## config.mk

```make
export PLATFORM = sky130hd
export DESIGN_NAME = buffered_uart_tx
export DESIGN_NICKNAME = d
export VERILOG_FILES = /design/src/rtl/buffered_uart_tx_pkg.sv /design/src/rtl/buffered_uart_tx_sync_fifo.sv /design/src/rtl/buffered_uart_tx.sv
export SDC_FILE = /design/constraint.sdc
export NUM_CORES = 1
export LEC_CHECK = 0
export CORE_MARGIN = 2
export CORE_UTILIZATION = 30
export DETAILED_ROUTE_END_ITERATION = 10
export SYNTH_ARGS = -nofsm -noshare
export SYNTH_HDL_FRONTEND = slang
export SYNTH_SLANG_ARGS = --single-unit
export TNS_END_PERCENT = 100
```

## constraint.sdc

```tcl
create_clock -name clk -period 3.8 [get_ports clk]
set_input_delay 0.76 -clock clk [delete_from_list [all_inputs] [get_ports clk]]
set_output_delay 0.76 -clock clk [all_outputs]
set_load 0.05 [all_outputs]
```

## src/rtl/buffered_uart_tx_pkg.sv

```systemverilog
// Shared types and constants for the buffered 8N1 UART transmitter.
package buffered_uart_tx_pkg;

    localparam int DEFAULT_CLK_FREQ = 48_000_000;
    localparam int DEFAULT_BAUD     = 115_200;

    typedef enum logic [1:0] {
        IDLE,
        START,
        DATA,
        STOP
    } tx_state_e;

    // Bits needed to hold the values 0..n-1, never less than one.
    function automatic int width_for(input int n);
        return (n > 2) ? $clog2(n) : 1;
    endfunction

endpackage

```

## src/rtl/buffered_uart_tx_sync_fifo.sv

```systemverilog
// Single-clock byte FIFO with registered empty/full; overflowing pushes and empty pops are ignored.
module buffered_uart_tx_sync_fifo
    import buffered_uart_tx_pkg::*;
#(
    parameter int DEPTH = 16
) (
    input  logic       clk,
    input  logic       rst,
    input  logic       push,
    input  logic [7:0] push_data,
    input  logic       pop,
    output logic [7:0] pop_data,
    output logic       empty,
    output logic       full
);

    localparam int PTR_W = width_for(DEPTH);
    localparam int CNT_W = width_for(DEPTH + 1);

    logic [7:0]       mem [DEPTH];
    logic [PTR_W-1:0] wr_ptr;
    logic [PTR_W-1:0] rd_ptr;
    logic [CNT_W-1:0] count;
    logic [CNT_W-1:0] count_n;
    logic             push_ok;
    logic             pop_ok;

    assign push_ok  = push && !full;
    assign pop_ok   = pop && !empty;
    assign pop_data = mem[rd_ptr];

    always_comb begin
        count_n = count;
        unique case ({push_ok, pop_ok})
            2'b10:   count_n = count + CNT_W'(1);
            2'b01:   count_n = count - CNT_W'(1);
            default: count_n = count;
        endcase
    end

    always_ff @(posedge clk) begin
        if (!rst) begin
            wr_ptr <= '0;
            rd_ptr <= '0;
            count  <= '0;
            empty  <= 1'b1;
            full   <= 1'b0;
        end else begin
            // DEPTH is a power of two, so the pointers wrap by plain overflow.
            if (push_ok) wr_ptr <= wr_ptr + PTR_W'(1);
            if (pop_ok)  rd_ptr <= rd_ptr + PTR_W'(1);
            count <= count_n;
            empty <= (count_n == '0);
            full  <= (count_n == CNT_W'(DEPTH));
        end
    end

    // NOTE: storage is deliberately not reset; the pointers and count alone decide which entries are valid.
    always_ff @(posedge clk) begin
        if (push_ok) mem[wr_ptr] <= push_data;
    end

endmodule

```

## src/rtl/buffered_uart_tx.sv

```systemverilog
// 8N1 UART transmitter fed by a byte FIFO; back-to-back frames leave no idle gap.
module buffered_uart_tx
    import buffered_uart_tx_pkg::*;
#(
    parameter int CLK_FREQ = DEFAULT_CLK_FREQ,
    parameter int BAUD     = DEFAULT_BAUD,
    parameter int DEPTH    = 16
) (
    input  logic       clk,
    input  logic       rst,
    input  logic [7:0] data,
    input  logic       data_valid,
    output logic       full,
    output logic       uart_tx
);

    localparam int                CLKS_PER_BIT = CLK_FREQ / BAUD;
    localparam int                BAUD_W       = width_for(CLKS_PER_BIT);
    localparam logic [BAUD_W-1:0] BAUD_LAST    = BAUD_W'(CLKS_PER_BIT - 1);

    tx_state_e         state;
    tx_state_e         state_n;
    logic [BAUD_W-1:0] baud_cnt;
    logic [BAUD_W-1:0] baud_n;
    logic [2:0]        bit_idx;
    logic [2:0]        bit_n;
    logic [7:0]        shift;
    logic [7:0]        shift_n;
    logic              tx_n;
    logic              pop;
    logic              fifo_empty;
    logic [7:0]        head;
    logic              baud_last;

    buffered_uart_tx_sync_fifo #(.DEPTH(DEPTH)) u_fifo (
        .clk       (clk),
        .rst       (rst),
        .push      (data_valid),
        .push_data (data),
        .pop       (pop),
        .pop_data  (head),
        .empty     (fifo_empty),
        .full      (full)
    );

    assign baud_last = (baud_cnt == BAUD_LAST);

    // NOTE: every signal gets a default before the case so no path can leave it unassigned and infer a latch.
    always_comb begin
        state_n = state;
        bit_n   = bit_idx;
        shift_n = shift;
        pop     = 1'b0;
        tx_n    = 1'b1;
        baud_n  = (state == IDLE || baud_last) ? '0 : baud_cnt + BAUD_W'(1);
        unique case (state)
            IDLE: begin
                if (!fifo_empty) begin
                    pop     = 1'b1;
                    shift_n = head;
                    state_n = START;
                end
            end
            START: begin
                tx_n = 1'b0;
                if (baud_last) begin
                    bit_n   = '0;
                    state_n = DATA;
                end
            end
            DATA: begin
                tx_n = shift[0];
                if (baud_last) begin
                    shift_n = {1'b0, shift[7:1]};
                    if (bit_idx == 3'd7) state_n = STOP;
                    else                 bit_n   = bit_idx + 3'd1;
                end
            end
            STOP: begin
                tx_n = 1'b1;
                if (baud_last) begin
                    // Chain straight into the next start bit when more data is waiting.
                    if (!fifo_empty) begin
                        pop     = 1'b1;
                        shift_n = head;
                        state_n = START;
                    end else begin
                        state_n = IDLE;
                    end
                end
            end
            default: state_n = IDLE;
        endcase
    end

    // The line is registered from the current state, so it trails the FSM by one clock.
    always_ff @(posedge clk) begin
        if (!rst) begin
            state    <= IDLE;
            baud_cnt <= '0;
            bit_idx  <= '0;
            shift    <= '0;
            uart_tx  <= 1'b1;
        end else begin
            state    <= state_n;
            baud_cnt <= baud_n;
            bit_idx  <= bit_n;
            shift    <= shift_n;
            uart_tx  <= tx_n;
        end
    end

endmodule

```

==> impl_metrics.yaml <==
timing:
  final_critical_path_setup_slack_ns: 0.480
  worst_hold_slack_ns: 0.452
  drv_slew: 0
  grt_setup_unrepaired: "no"
  clock_skew_ns: 0.00844
  setup_viol: 0
  period_minus_slack_ns: 3.32
  timing.fmax_mhz: 301
  setup_total_negative_slack_ns: 0
  post-route-period-util_pct: 87.4
  timing_worst_slew_pin_value_ns: 0.894
  timing.slew.headroom_pct: 40.2
  finalHoldViolations: 0
worst_setup_path:
  endpoint_kind: "flop"
  setup.worst_path.class: "flop to flop"
  required_ns: 4.09
  crit_fanout: 9
  critical_path_arrival_ns: 3.61
  worstSetupStartpointType: "flop"
layout:
  final_layout_size_suffix_gt1_share_pct: 16.8
  final_net_count: 523
  flow.area_growth_from_synthesis_pct: 15.8
  antenna_cells_inserted: 0
  postLayoutCoreUtil_pct: 35.2
  filler_cell_count: 2244
clock_tree:
  htreeDepth: 4
  post-cts-setup-buffer-count: 0
  cts.root.buffer_cell: "sky130_fd_sc_hd__clkbuf_16"
  cts_tree: "done"
  post_cts_resized: 0
  cts_buffers: 17
  clock_sink_count: 170
  clkLatencyLatePin_ns: 0.42
  clk_path_buf_depth: 2
  ctsHoldBuffers: 0
  clk_pin_slew_worst_paths_ns: 0.07
grt:
  grt_first_pass_wirelength_um: 23200
  grt_antenna_before_repair: 0
  grt.overflow.total: 0
  globalRouteTotalUtil_pct: 12.5
  first_global_vias: 4159
  grt_start_max_net_pins: 24
synthesis:
  synth_cells: 470
  syn_nets: 498
  post_synth_main_area_contributors: "sky130_fd_sc_hd__edfxtp_1 54%, sky130_fd_sc_hd__dfxtp_1 12%, sky130_fd_sc_hd__mux4_2 8.5%, sky130_fd_sc_hd__ha_1 3.0%, sky130_fd_sc_hd__mux2i_1 2.8%"
  synth_async_sr_flop_share_pct: 0
  synth_seq_cells: 170
  mappedNetlistArea_mm2: 0.00712
  synth_seq_area_share_pct: 65.8
  syn_avg_cell_area_um2: 15.2
  synthesis.yosys.warnings: 0
  yosys.cell_types.count: 52
  yosysMostFrequentCell: "sky130_fd_sc_hd__edfxtp_1"
  postSynth.topFlopCell: "sky130_fd_sc_hd__edfxtp_1"
  synth-edff-count: 128
  synth_common_cells: "128 x sky130_fd_sc_hd__edfxtp_1, 43 x sky130_fd_sc_hd__nor2_1, 42 x sky130_fd_sc_hd__dfxtp_1, 27 x sky130_fd_sc_hd__mux4_2, 23 x sky130_fd_sc_hd__a21oi_1"
  yosysTopAreaCellShare_pct: 54.0
  synth.largest_area_cell: "sky130_fd_sc_hd__edfxtp_1"
placement:
  numPortBuffers: 12
  dp_slack_ns: 0.450
  globalplace.congestion: 0.781
  hpwlAfterDp_um: 9570
drt:
  drtAntennaViolNets: 0
  drt_pass1_iterations: 5
  remaining_drc_errors: 0
  initialDrtViolationCount: 380
  dr_total_vias: 3987
  routedWlPerCell_um: 17.6
  route.detailed.vias_per_inst: 4.83
  finalWirelength_um: 14500
floorplan:
  area_of_the_die_mm2: 0.0250
  floorplan.initialDensity_pct: 30.4
  io_pins: 13
  die_h_um: 158
  core_mm2: 0.0234
  placement_rows: 56
  chipWidth_um: 158
pwr:
  power_density_over_the_cells_mw_per_mm2: 617
  report.power.total_mw: 5.09
  power.static_leakage_nw: 2.64
  peakVddDrop_mv: 0.290
status:
  run_status: "finished, final reports clean"
run:
  cap_viol_max_count: 0
hold_path:
  worstHoldPathType: "flop to flop"
state kept, by name, summed over array words and instances (netlist names), named ones only:
name,flops
state,2
bit_idx,3
u_fifo.empty,1
uart_tx,1
u_fifo.count,5
u_fifo.full,1
u_fifo.rd_ptr,4
shift,8
u_fifo.wr_ptr,4
baud_cnt,9
u_fifo.mem,128
stage by stage:
stage / area [um2] / std cells
after detailed placement: 7640 / 795
after CTS: 8250 / 826
after global routing: 8250 / 826
after global placement: 7640 / 795
final: 8250 / 826
after floorplan: 7120 / 470
layout by cell type (no fill, tap or decap), drive strengths merged, types with 8 or more instances in the layout:
cell	synthesis	layout
edfxtp	128	128
nor2	43	43
dfxtp	42	42
mux4	27	27
a21oi	23	23
mux2i	20	20
nand2	19	19
ha	17	17
clkbuf	10	17
buf	12	16
inv	8	14
nor2b	13	13
nand3	13	13
clkdlybuf4s50	0	12
nor3	10	10
xor2	9	9
o21ai	8	8
area by class of cell:
class | instances | area, um2 | share of cell area [%]
clock buffer | 17 | 425 | 5.16
clock inverter | 14 | 183 | 2.22
inverter | 8 | 30.0 | 0.364
multi-input combinational | 270 | 2280 | 27.7
sequential | 170 | 4690 | 56.8
tap | 319 | 399 | 4.84
timing repair buffer | 28 | 240 | 2.91
path summary, 6_finish.rpt:
path                     from           end  slack (ns)  cells after the start
setup / recovery  baud_cnt[0]  u_fifo.empty        0.48                     13
hold / removal    baud_cnt[0]   baud_cnt[0]        0.45                      1
setup reg to reg  baud_cnt[0]  u_fifo.empty        0.48                     13
hold reg to reg   baud_cnt[0]   baud_cnt[0]        0.45                      1
critical path, cell delays in order, from the launching register on:
cell and delay (ns):
sky130_fd_sc_hd__dfxtp_1 0.36, sky130_fd_sc_hd__ha_1 0.24, sky130_fd_sc_hd__and3_2 0.28, sky130_fd_sc_hd__a41oi_1 0.15
sky130_fd_sc_hd__nor3_2 0.14, sky130_fd_sc_hd__buf_4 0.19, sky130_fd_sc_hd__ha_1 0.33, sky130_fd_sc_hd__xor2_1 0.24
sky130_fd_sc_hd__ha_1 0.23, sky130_fd_sc_hd__a21boi_0 0.22, sky130_fd_sc_hd__o21bai_1 0.10, sky130_fd_sc_hd__a211oi_1 0.39
sky130_fd_sc_hd__mux2i_1 0.27, sky130_fd_sc_hd__a21oi_1 0.06
cell families after synthesis:
family,synth area share [%]
DFF,65.8
buffers and inverters,2.14
muxes,11.4
AOI/OAI and AO/OA,6.73
and+or+nand+nor,9.15
xor gates and xnor gates,1.85
adders and majority gates,2.99
per-layer routing:
layer	wire length, um	GRT usage, %	up-vias
li1	-	-	1855
met5	0	0	-
met3	659	3.26	13
met2	7270	20.6	90
met1	6340	16.0	2029
met4	230	4.46	0
report_power, final:
group	internal (mW)	leakage [nW]	switching (mW)	total [mW]
Sequential	2.12	1.50	0.127	2.25
Combinational	0.461	0.843	0.593	1.05
Clock	1.05	0.293	0.735	1.78
Power figures use the tool's default switching activity.
